==> src/rtl/gate_arb_pkg.sv <==
// Shared definitions for gate_eval_arbiter: opcodes, sequencer states, statistics width.
package gate_arb_pkg;

  localparam logic [1:0] OP_OR   = 2'b00;
  localparam logic [1:0] OP_NOR  = 2'b01;
  localparam logic [1:0] OP_AND  = 2'b10;
  localparam logic [1:0] OP_NAND = 2'b11;

  typedef enum logic {
    ST_EMPTY = 1'b0,
    ST_HOLD  = 1'b1
  } state_t;

  localparam int STAT_W = 16;

endpackage

==> src/rtl/gate_eval_arbiter_rr_pick.sv <==
// Combinational round-robin picker: first set request at or above ptr, wrapping at NREQ-1.
module rr_pick #(
  parameter int NREQ = 4,
  parameter int IDW  = 2
) (
  input  logic [NREQ-1:0] req,
  input  logic [IDW-1:0]  ptr,
  output logic [NREQ-1:0] onehot,
  output logic [IDW-1:0]  idx,
  output logic            any_valid
);

  // One spare bit holds ptr+offset before the explicit wrap, so NREQ need not be a power of two.
  logic [IDW:0]   sum;
  logic [IDW-1:0] cand;

  // NOTE: every output gets a default before the loop; a path that skips an assignment would infer a latch.
  always_comb begin
    onehot    = '0;
    idx       = '0;
    any_valid = 1'b0;
    sum       = '0;
    cand      = '0;
    for (int off = 0; off < NREQ; off++) begin
      sum = {1'b0, ptr} + (IDW+1)'(off);
      if (sum >= (IDW+1)'(NREQ)) sum = sum - (IDW+1)'(NREQ);
      cand = sum[IDW-1:0];
      if (!any_valid && req[cand]) begin
        any_valid    = 1'b1;
        onehot[cand] = 1'b1;
        idx          = cand;
      end
    end
  end

endmodule

==> src/rtl/gate_eval_arbiter.sv <==
// Round-robin sequencer sharing one OR/NOR/AND/NAND unit among NREQ requesters, registered tagged result.
// Optional per-requester grant counters when GATE_ARB_STATS_EN is defined.
module gate_eval_arbiter
  import gate_arb_pkg::*;
#(
  parameter int NREQ = 4,
  parameter int W    = 8,
  parameter int IDW  = 2
) (
  input  logic                 clk,
  input  logic                 rst_n,
  input  logic [NREQ-1:0]      req,
  input  logic [NREQ*W-1:0]    a_in,
  input  logic [NREQ*W-1:0]    b_in,
  input  logic [NREQ*2-1:0]    op_in,
  output logic [NREQ-1:0]      gnt,
  output logic                 res_valid,
  input  logic                 res_ready,
  output logic [IDW-1:0]       res_id,
  output logic [W-1:0]         res_data
`ifdef GATE_ARB_STATS_EN
  ,
  input  logic                 stat_clr,
  output logic [NREQ*STAT_W-1:0] stat_cnt
`endif
);

  state_t         state_q, state_d;
  logic [IDW-1:0] ptr_q, ptr_d;
  logic [IDW-1:0] res_id_q, res_id_d;
  logic [W-1:0]   res_data_q, res_data_d;

  logic [NREQ-1:0] pick_onehot;
  logic [IDW-1:0]  pick_idx;
  logic            pick_any;
  logic            issue;
  logic            grant;
  logic [W-1:0]    a_sel, b_sel, eval;
  logic [1:0]      op_sel;

  rr_pick #(.NREQ(NREQ), .IDW(IDW)) u_pick (
    .req       (req),
    .ptr       (ptr_q),
    .onehot    (pick_onehot),
    .idx       (pick_idx),
    .any_valid (pick_any)
  );

  // A free or draining result register can accept a new result; rst_n gates grants during reset.
  assign issue = (state_q == ST_EMPTY) || res_ready;
  assign grant = rst_n && issue && pick_any;
  assign gnt   = grant ? pick_onehot : '0;

  assign a_sel  = a_in[pick_idx*W +: W];
  assign b_sel  = b_in[pick_idx*W +: W];
  assign op_sel = op_in[pick_idx*2 +: 2];

  always_comb begin
    eval = a_sel | b_sel;
    case (op_sel)
      OP_OR:   eval = a_sel | b_sel;
      OP_NOR:  eval = ~(a_sel | b_sel);
      OP_AND:  eval = a_sel & b_sel;
      OP_NAND: eval = ~(a_sel & b_sel);
      default: eval = a_sel | b_sel;
    endcase
  end

  always_comb begin
    state_d    = state_q;
    ptr_d      = ptr_q;
    res_id_d   = res_id_q;
    res_data_d = res_data_q;
    if (grant) begin
      state_d    = ST_HOLD;
      res_data_d = eval;
      res_id_d   = pick_idx;
      ptr_d      = (pick_idx == IDW'(NREQ-1)) ? '0 : pick_idx + 1'b1;
    end else if (state_q == ST_HOLD && res_ready) begin
      state_d = ST_EMPTY;
    end
  end

  // NOTE: state registers use non-blocking assignments so every flop samples pre-edge values.
  always_ff @(posedge clk or negedge rst_n) begin
    if (!rst_n) begin
      state_q    <= ST_EMPTY;
      ptr_q      <= '0;
      res_id_q   <= '0;
      res_data_q <= '0;
    end else begin
      state_q    <= state_d;
      ptr_q      <= ptr_d;
      res_id_q   <= res_id_d;
      res_data_q <= res_data_d;
    end
  end

  assign res_valid = (state_q == ST_HOLD);
  assign res_id    = res_id_q;
  assign res_data  = res_data_q;

`ifdef GATE_ARB_STATS_EN
  logic [STAT_W-1:0] cnt_q [NREQ];

  // NOTE: the counter array is small and architecturally visible, so it is reset like any other register.
  always_ff @(posedge clk or negedge rst_n) begin
    if (!rst_n) begin
      for (int i = 0; i < NREQ; i++) cnt_q[i] <= '0;
    end else if (stat_clr) begin
      for (int i = 0; i < NREQ; i++) cnt_q[i] <= '0;
    end else if (grant && cnt_q[pick_idx] != {STAT_W{1'b1}}) begin
      cnt_q[pick_idx] <= cnt_q[pick_idx] + 1'b1;
    end
  end

  for (genvar g = 0; g < NREQ; g++) begin : g_stat
    assign stat_cnt[g*STAT_W +: STAT_W] = cnt_q[g];
  end
`endif

endmodule

==> config.mk <==
export PLATFORM = sky130hd
export DESIGN_NAME = gate_eval_arbiter
export DESIGN_NICKNAME = d
export VERILOG_FILES = /design/src/rtl/gate_arb_pkg.sv /design/src/rtl/gate_eval_arbiter_rr_pick.sv /design/src/rtl/gate_eval_arbiter.sv
export SDC_FILE = /design/constraint.sdc
export NUM_CORES = 1
export LEC_CHECK = 0
export CORE_MARGIN = 2
export CORE_UTILIZATION = 40
export DETAILED_ROUTE_END_ITERATION = 8
export PLACE_DENSITY_LB_ADDON = 0.12
export SLEW_MARGIN = 10
export SYNTH_ARGS = -nofsm -noshare
export SYNTH_HDL_FRONTEND = slang
export SYNTH_HIERARCHICAL = 1
export SYNTH_SLANG_ARGS = --single-unit
==> constraint.sdc <==
create_clock -name clk -period 7.7 [get_ports clk]
set_clock_uncertainty 0.2 [all_clocks]
set_input_delay 1.54 -clock clk [delete_from_list [all_inputs] [get_ports clk]]
set_output_delay 1.54 -clock clk [all_outputs]
set_load 0.005 [all_outputs]
==> results of run 1 <==
-- final cells by class --
type                    count  area (µm²)
clock buffers               4        45.0
fillers                   360        1340
inverters                   3        11.3
multi-input cells         129        1240
flip-flops and latches     13         325
well taps                  50        62.6
repair buffers             94         938
-- placed cells by master (no fill, tap or decap) --
master and instances:
a22oi_1 8, a32o_1 1, and2_1 4, and2b_2 1, buf_4 1, clkbuf_1 1, clkbuf_8 3, clkdlybuf4s50_1 93
dfrtp_1 13, ha_1 6, inv_1 3, mux2_2 1, mux2i_1 2, mux4_1 2, mux4_2 20, nand2_1 21
nand2b_1 11, nand3_1 1, nor2_1 4, nor2b_1 10, nor3_1 1, nor3_4 1, nor4_1 1, nor4b_4 1
o211ai_1 17, o21a_1 8, o21ai_0 5, o221ai_1 1, o31ai_1 1, o31ai_4 1
-- cells by family (layout without fill, tap and decap cells) --
family                   count (synthesis)  in the layout  share of synthesized area [%]
buffers and inverters                   12            101                           4.82
AND/OR/NAND/NOR                         56             56                           19.3
adder cells (fa/ha/maj)                  6              6                           4.59
multiplexers                            25             25                           32.7
flip-flops                              13             13                           19.9
AO/OA/AOI/OAI                           42             42                           18.7
-- per-layer routing --
layer | global-route usage (%) | wire [µm] | vias to the layer above
li1 | - | - | 782
met3 | 4.44 | 311 | 2
met5 | 0 | 0 | -
met2 | 31.9 | 2140 | 68
met1 | 24.0 | 1710 | 756
met4 | 1.50 | 10 | 0
-- registers in the layout, indices dropped and copies added (netlist names) --
signal,flops
res_id,2
ptr_q,2
res_data,8
res_valid,1
-- report_power, final --
part	internal (mW)	switching, mW	leakage, nW
Combinational	0.476	0.403	0.783
Sequential	0.102	0.0346	0.160
Clock	0.0366	0.0249	0.0228
-- cell usage after synthesis (all sizes together) --
| master | instances |
|---|---|
| mux4 | 22 |
| nand2 | 21 |
| o211ai | 17 |
| dfrtp | 13 |
| nand2b | 11 |
| nor2b | 10 |
| a22oi | 8 |
| o21a | 8 |
| buf | 7 |
| ha | 6 |
| o21ai | 5 |
| and2 | 4 |
| nor2 | 4 |
| inv | 3 |
| clkbuf | 2 |
| mux2i | 2 |
| nor3 | 2 |
| o31ai | 2 |
| a32o | 1 |
| and2b | 1 |
| mux2 | 1 |
| nand3 | 1 |
| nor4 | 1 |
| nor4b | 1 |
| o221ai | 1 |
-- through the flow --
stage / setup slack (ns) / cell area [µm²] / utilization [%] / hold WS (ns) / total power [mW]
after CTS: 1.96 / 2630 / 66.2 / 0.277 / 1.09
after floorplan: 3.08 / 1640 / - / 0.270 / 0.828
after detailed placement: 1.96 / 2580 / 65.0 / 0.263 / 1.03
final: 1.97 / 2630 / 66.2 / 0.273 / 1.08
after global routing: 1.78 / 2630 / 66.2 / 0.324 / 1.17
after global placement: 2.01 / 2580 / 65.0 / 0.259 / 1.01
-- worst register-to-register path: stages (launching register included) --
cell and delay [ns]:
dfrtp_1 0.74, inv_1 0.15, ha_1 0.39, mux4_2 0.44, nand2b_1 0.19, o221ai_1 0.16, a32o_1 0.80, mux4_2 0.47
nor3_4 0.33, o211ai_1 0.15, o211ai_1 0.12
-- worst paths after layout --
| kind | slack, ns | endpoint | start |
|---|---|---|---|
| max | 1.97 | gnt[0] | req[3] |
| max reg2reg | 3.48 | res_data[5] | ptr_q[0] |
| min in group asynchronous | 1.51 | res_data[5] | rst_n |
| min | 0.27 | res_id[0] | res_id[0] |
| min reg2reg | 0.27 | res_id[0] | res_id[0] |
| max in group asynchronous | 5.36 | res_data[2] | rst_n |
==> metrics.md, run 1 <==
| Metric | Value |
|---|---|
| Max-slew violation total from the final report | 0 |
| GR Util All Layers | a little under a fifth |
| Critical Path Slowest Stage Cell | mux4_2 |
| DP HPWL | between 3 and 4 mm |
| Largest net degree at the start of global routing | 22 |
| Post-route DRC | 0 |
| Layout cell share with drive strength beyond 1 | around an eighth |
| Worst path arrival time | 3.99 ns |
| CTS root buf | clkbuf_8 |
| Synth unique cells | 28 |
| Global route overflow | 0 |
| Antenna viol nets, final | 0 |
| Worst Reg-to-Reg Cells | 10 |
| DRT iter0 DRCs | 85 |
| Cts bufs inserted | 3 |
| Register area share after synthesis | 19.9% |
| Pre-antenna DRT Iters | 4 |
| Core ar. | 0.00397 mm² |
| Area leader, netlist | mux4_2 |
| Worst Max-Slew Pin Slew | roughly 0.96 ns |
| Initial core utilization | 41.2% |
| PwrDens | 410 mW/mm² |
| CP required | ~6 ns |
| Fin crit share | 74.5% |
| Area Overhead vs Synth | 60.7% |
| Vias per cell | approximately 5.5 |
| Worst path bufs/invs | 2 |
| Most frequent CP cell | clkdlybuf4s50_1 |
| Status | finished clean |
| CTS sink cnt | 13 |
| DR vias | 1608 |
| Setup violations, final | 0 |
| Fmax | 0.174 GHz |
| H-tree depth | 1 |
| CTS Buffer Depth | 2 |
| Setup crit start kind | input pin |
| WL/cell | 14.2 µm |
| RSZ-0062 raised after global routing | false |
| Syn Inst Count | between 150 and 200 |
| Initial antenna violation count | 0 |
| # diodes | 0 |
| CTS tree | done |
| Pleak | 0.966 nW |
| CP max stage delay | 0.66 ns |
| Synthesized Nets | 239 |
| Worst setup EP type | output port |
| Final Hold Fails | 0 |
| Synth Register Bits | 13 |
| Vias in the first global route | 1446 |
| Hold_buf cts | 0 |
| Syn Area/Cell | 10.6 µm² |
| Worst path cell trace | clkdlybuf4s50_1, mux4_2, nor3_1, nand2b_1, nand2_1, nor2_1, and2_1, clkdlybuf4s50_1 |
| Final WL | 4.17 mm |
| Worst Setup Path Type | input pin to output port |
| Setup TNS | 0 ns |
| CP Depth | 8 |
| Top delay family on crit path | buffers and inverters |
| Top cell type's share of synthesized area | 27.5% |
| Die height | between 60 and 70 µm |
| Synth Cell Area | 0.00164 mm² |
| Row count | 23 |
| Hold-critical path depth | 2 |
| Slew HR | 35.8% |
| First-pass GRT wire length | 6.45 mm |
| Resized Gates After CTS | 0 |
| Clk slew on worst S/H paths | approximately 0.06 ns |
| Top post-synthesis cells by area | mux4_2 28%, dfrtp_1 20%, o211ai_1 7.8%, nand2_1 4.8%, ha_1 4.6% |
| Clock period minus final worst setup slack | around 5.7 ns |
| Final Instance Count excl. Fillers | 293 |
| Die area | roughly 0.0046 mm² |
| VDD IR max | 0.000221 V |
| Inst Count DP | 289 |
| Yosys warns | 6 |
| CP max FO | 13 |
| Hold Path Class | flip-flop to flip-flop |
| Placer's final routability congestion estimate | 0.744 |
| Clock Latency Late Sink | about 0.24 ns |
| I/O Pins | 94 |
| Die X | slightly below 70 µm |
| Nets@finish | 329 |
| Post-CTS setup buffer count | 0 |
| Maxcap violations | 0 |
| Port bufs | 93 |
Note: power is estimated with default switching activity, not from simulation.
==> run 2, diff against run 1 <==
--- a/config.mk
+++ b/config.mk
@@ -6,7 +6,7 @@
 export NUM_CORES = 1
 export LEC_CHECK = 0
 export CORE_MARGIN = 2
-export CORE_UTILIZATION = 40
+export CORE_UTILIZATION = 39
 export DETAILED_ROUTE_END_ITERATION = 8
 export PLACE_DENSITY_LB_ADDON = 0.12
 export SLEW_MARGIN = 10
==> constraint.sdc (replaced) <==
create_clock -name clk -period 5.28 [get_ports clk]
set_clock_uncertainty 0.2 [all_clocks]
set_input_delay 1.056 -clock clk [delete_from_list [all_inputs] [get_ports clk]]
set_output_delay 1.056 -clock clk [all_outputs]
set_load 0.005 [all_outputs]
==> run 2 against run 1 <==
Compared with the run above:
- global-route usage up 0.24 points
- sequential share of layout area down 0.070 points
- combinational power up 50%
- total power up 47%
- critical endpoint is now gnt[1]
==> metrics.md, run 2 (same netlist as run 1, synthesis figures left out) <==
| Metric | Value |
|---|---|
| Final WL | 4.35 mm |
| Vias per cell | 5.45 |
| GR Util All Layers | 18.5% |
| Cts bufs inserted | 3 |
| Initial core utilization | 40.6% |
| Die X | 68.8 µm |
| Row count | 23 |
| Die height | 68.8 µm |
| Post-CTS setup buffer count | 0 |
| Hold_buf cts | 0 |
| Inst Count DP | 291 |
| Layout cell share with drive strength beyond 1 | 12.7% |
| Port bufs | 93 |
| Post-place instance area | 0.00260 mm² |
| CTS tree | done |
| Setup TNS | 0 ns |
| Die area | ~0.0047 mm² |
| Max-slew violation total from the final report | 0 |
| CP max FO | 13 |
| Dpl ws | 0.504 ns |
| Final Hold Fails | 0 |
| Uppermost routed layer | met4 |
| Clock power share | 5.6% |
| CTS sink cnt | 13 |
| DRT iter0 DRCs | 51 |
| CP required | ~4 ns |
| Maxcap violations | 0 |
| Global route overflow | 0 |
| Finished Cell Area | ~0.0026 mm² |
| Switching power | slightly below 0.7 mW |
| I/O Pins | 94 |
| Initial antenna violation count | 0 |
| Fin crit share | 90.4% |
| Metal-1 WL | 1.78 mm |
| Sw Ratio | 43.1% |
| H-tree depth | 1 |
| P_int | 0.901 mW |
| Clk slew on worst S/H paths | 0.05 ns |
| Placer's final routability congestion estimate | about 0.76 |
| Comb pwr share | between 80% and 90% |
| Clock Latency Late Sink | approximately 0.24 ns |
| RSZ-0062 raised after global routing | false |
| WL/cell | 14.7 µm |
| Worst setup EP type | output port |
| Setup WS post-layout | 0.507 ns |
| Hold Path Class | flip-flop to flip-flop |
| Final Instance Count excl. Fillers | 295 |
| Worst Reg-to-Reg Cells | 10 |
| Core ar. | 0.00403 mm² |
| Status | finished clean |
| Pre-antenna DRT Iters | 4 |
| First-pass GRT wire length | 6.61 mm |
| Commonest cells after routing, fill and taps aside | 93 x clkdlybuf4s50_1, 21 x nand2_1, 20 x mux4_2 |
| Reg2Reg Setup Slack | 1.17 ns |
| DP HPWL | 3.55 mm |
| Nets@finish | 331 |
| Setup crit start kind | input pin |
| Worst Setup Path Type | input pin to output port |
| # diodes | 0 |
| Resized Gates After CTS | 0 |
| CTS root buf | clkbuf_8 |
| Slew HR | a little under a third |
| Setup violations, final | 0 |
| Fmax | 0.210 GHz |
| Worst Max-Slew Pin Slew | 1.02 ns |
| Clock period minus final worst setup slack | approximately 4.8 ns |
| Commonest non-fill, non-tap cell in the layout | clkdlybuf4s50_1 |
| Routed wl met2 | 2.14 mm |
| Area Overhead vs Synth | 61.6% |
| Min Hold Slack | 0.279 ns |
| VDD IR max | 0.000389 V |
| Antenna viol nets, final | 0 |
| Largest net degree at the start of global routing | 22 |
| Number of flip-flops in the largest register | 8 |
| Pleak | roughly 1 nW |
| Post-route DRC | 0 |
| Vias in the first global route | 1554 |
| Met3 WL post-DR | between 300 and 400 µm |
| DR vias | between 1500 and 2000 |
| PwrDens | 600 mW/mm² |
| CTS Buffer Depth | 2 |
| Sequential power share | 11.4% |
| Worst path arrival time | 3.52 ns |
| Hold-critical path depth | 2 |
-- run 2: worst paths after layout --
kind / from / end
max: req[3] / gnt[1]
max reg2reg: ptr_q[1] / res_data[7]
min in group asynchronous: rst_n / res_data[5]
min reg2reg: res_id[1] / res_id[1]
max in group asynchronous: rst_n / ptr_q[1]
min: res_id[1] / res_id[1]
-- run 2: metrics by stage --
stage	util, %	power [mW]
after floorplan	-	1.21
after global placement	64.5	1.48
after detailed placement	64.5	1.51
after CTS	65.6	1.60
after global routing	65.6	1.73
final	65.6	1.58
-- run 2: layer usage --
metal,vias up,track usage [%]
li1,789,-
met1,743,22.5
met2,72,33.4
met3,4,3.73
met4,0,4.66
met5,-,0
-- run 2: power by group through the flow --
stage	combinational, mW	clock [mW]	sequential (mW)
2_1_floorplan	1.02	0	0.185
3_3_place_gp	1.30	0	0.180
3_5_place_dp	1.32	0	0.183
4_1_cts	1.33	0.0913	0.181
5_1_grt	1.44	0.0942	0.188
6_report	1.32	0.0884	0.181
-- run 2: cell type report --
cell class / count / area, µm²
Sequential cell: 13 / 325
Inverter: 3 / 11.3
Clock buffer: 4 / 45.0
Timing Repair Buffer: 96 / 953
Multi-Input combinational cell: 129 / 1240
Tap cell: 50 / 62.6
Fill cell: 345 / 1390
-- run 2: worst max-delay path, cell delays in order --
cell	delay, ns
clkdlybuf4s50_1	0.47
mux4_2	0.65
nor3_1	0.29
nand2b_1	0.12
nand2_1	0.16
nor2_1	0.14
and2_1	0.19
clkdlybuf4s50_1	0.44
==> run 3, diff against run 2 <==
--- a/config.mk
+++ b/config.mk
@@ -5,6 +5,7 @@
 export SDC_FILE = /design/constraint.sdc
 export NUM_CORES = 1
 export LEC_CHECK = 0
+export CORE_ASPECT_RATIO = 0.9
 export CORE_MARGIN = 2
 export CORE_UTILIZATION = 39
 export DETAILED_ROUTE_END_ITERATION = 8
==> run 3 against run 2 <==
Compared with the run above:
- via count up 1.2%
- maximum frequency is 0.68% lower
- sequential share of layout area is essentially flat
- register-to-register slack got worse by 0.14 ns
- critical path depth stayed put
- combinational power decreased by 4%
- core utilization fell by 0.53 points
- sequential cell count unchanged
- die area is essentially flat
- clock power up 0.5%
- total power shrank 1.3%
- routed wire length decreased by 6.4%
- critical path type unchanged
==> metrics.md, run 3 (same netlist as run 1, synthesis figures left out) <==
| Metric | Value |
|---|---|
| Status | finished clean |
| Placer's final routability congestion estimate | 0.782 |
| Setup TNS | 0 ns |
| Post-route DRC | 0 |
| Min Hold Slack | roughly 0.27 ns |
| Worst Setup Path Type | input pin to output port |
| DR vias | approximately 1600 |
| H-tree depth | 1 |
| VDD IR max | 0.000305 V |
| Clock Latency Late Sink | 0.24 ns |
| Layout cell share with drive strength beyond 1 | 12.3% |
| Initial antenna violation count | 0 |
| Finished Core Util | 65.1% |
| First-pass GRT wire length | 6.59 mm |
| Post-CTS setup buffer count | 0 |
| Hold_buf cts | 0 |
| Die area | 0.00473 mm² |
| CTS root buf | clkbuf_8 |
| Most frequent CP cell | clkdlybuf4s50_1 |
| CTS tree | done |
| Core ar. | ~0.004 mm² |
| Initial core utilization | 40.4% |
| Largest net degree at the start of global routing | 21 |
| Final WL | around 4.1 mm |
| RSZ-0062 raised after global routing | false |
| CTS sink cnt | 13 |
| # diodes | 0 |
| Antenna viol nets, final | 0 |
| Vias per cell | 5.58 |
| Resized Gates After CTS | 0 |
| Critical Path Slowest Stage Cell | mux4_2 |
| Clk slew on worst S/H paths | around 0.060 ns |
| Worst path cell trace | clkdlybuf4s50_1, mux4_2, nor3_1, nand2b_1, nand2_1, nor2_1, and2_1, clkdlybuf4s50_1 |
| Setup violations, final | 0 |
| Pleak | 0.971 nW |
| DP HPWL | 3.41 mm |
| Commonest non-fill, non-tap cell in the layout | clkdlybuf4s50_1 |
| Maxcap violations | 0 |
| Hold Path Class | flip-flop to flip-flop |
| Commonest cells after routing, fill and taps aside | 93 x clkdlybuf4s50_1, 21 x nand2_1, 20 x mux4_2 |
| Worst setup EP type | output port |
| DRT iter0 DRCs | 64 |
| Global route overflow | 0 |
| Worst Max-Slew Pin Slew | 0.964 ns |
| WL/cell | roughly 14 µm |
| Die X | between 70 and 80 µm |
| Final Hold Fails | 0 |
| Port bufs | 93 |
| CP max FO | 13 |
| Clock period minus final worst setup slack | between 4 and 5 ns |
| Fin crit share | approximately nine tenths |
| I/O Pins | 94 |
| Cts bufs inserted | 3 |
| Pre-antenna DRT Iters | 4 |
| Max-slew violation total from the final report | 0 |
| Slew HR | a little over a third |
| Nets@finish | 330 |
| Setup crit start kind | input pin |
| CTS Buffer Depth | 2 |
| GR Util All Layers | between 15 and 20% |
| Fmax | between 0.2 and 0.25 GHz |
| PwrDens | 594 mW/mm² |
| Vias in the first global route | 1480 |
| Worst path arrival time | 3.55 ns |
| Row count | 22 |
| Number of flip-flops in the largest register | 8 |
| Area Overhead vs Synth | 61.0% |
| Pwr Total | 1.56 mW |
| CP required | 4.02 ns |
| Die height | 65.4 µm |
| CP max stage delay | 0.65 ns |
==> run 3: changes by cell type in the layout (fill, tap and decap cells not counted), sizes merged <==
cell and change:
buf -1
==> run 3: cell type report <==
| class | instances | area, µm² |
|---|---|---|
| timing repair buffer | 95 | 946 |
| sequential | 13 | 325 |
| fill | 347 | 1410 |
| tap | 48 | 60.1 |
| multi-input combinational | 129 | 1240 |
| clock buffer | 4 | 45.0 |
| inverter | 3 | 11.3 |
==> run 3: metrics by stage <==
stage	area, µm²	worst slack, ns	instances
3_5_place_dp	2590	0.480	288
3_3_place_gp	2590	0.570	288
6_report	2630	0.474	292
5_1_grt	2630	0.267	292
2_1_floorplan	1640	1.50	154
4_1_cts	2630	0.484	292
==> run 3: worst max-delay path, delay by kind of cell <==
kind | cells | cell delay (ns)
simple gates | 5 | 0.93
mux | 1 | 0.65
buf+inv | 2 | 0.91
==> run 3: power by group <==
part           internal [mW]  switching, mW
sequential             0.149         0.0512
clock                 0.0533         0.0355
combinational          0.695          0.580
total                  0.897          0.667
==> run 3: path summary, 6_finish.rpt <==
check | cells after the start | slack, ns | end | start
max | 8 | 0.47 | gnt[0] | req[2]
min | 2 | 0.27 | res_id[1] | res_id[1]
max reg2reg | 10 | 1.03 | res_data[6] | ptr_q[0]
min reg2reg | 2 | 0.27 | res_id[1] | res_id[1]
max in group asynchronous | 2 | 3.78 | ptr_q[0] | rst_n
min in group asynchronous | 2 | 0.93 | res_data[4] | rst_n
==> run 3: per-layer routing <==
layer | global-route usage, % | up-vias | share of wire, %
met3 | 5.21 | 0 | 8.0
met5 | 0 | - | 0
met4 | 0.708 | 0 | 0
met1 | 23.9 | 780 | 42
li1 | - | 792 | -
met2 | 28.8 | 56 | 50
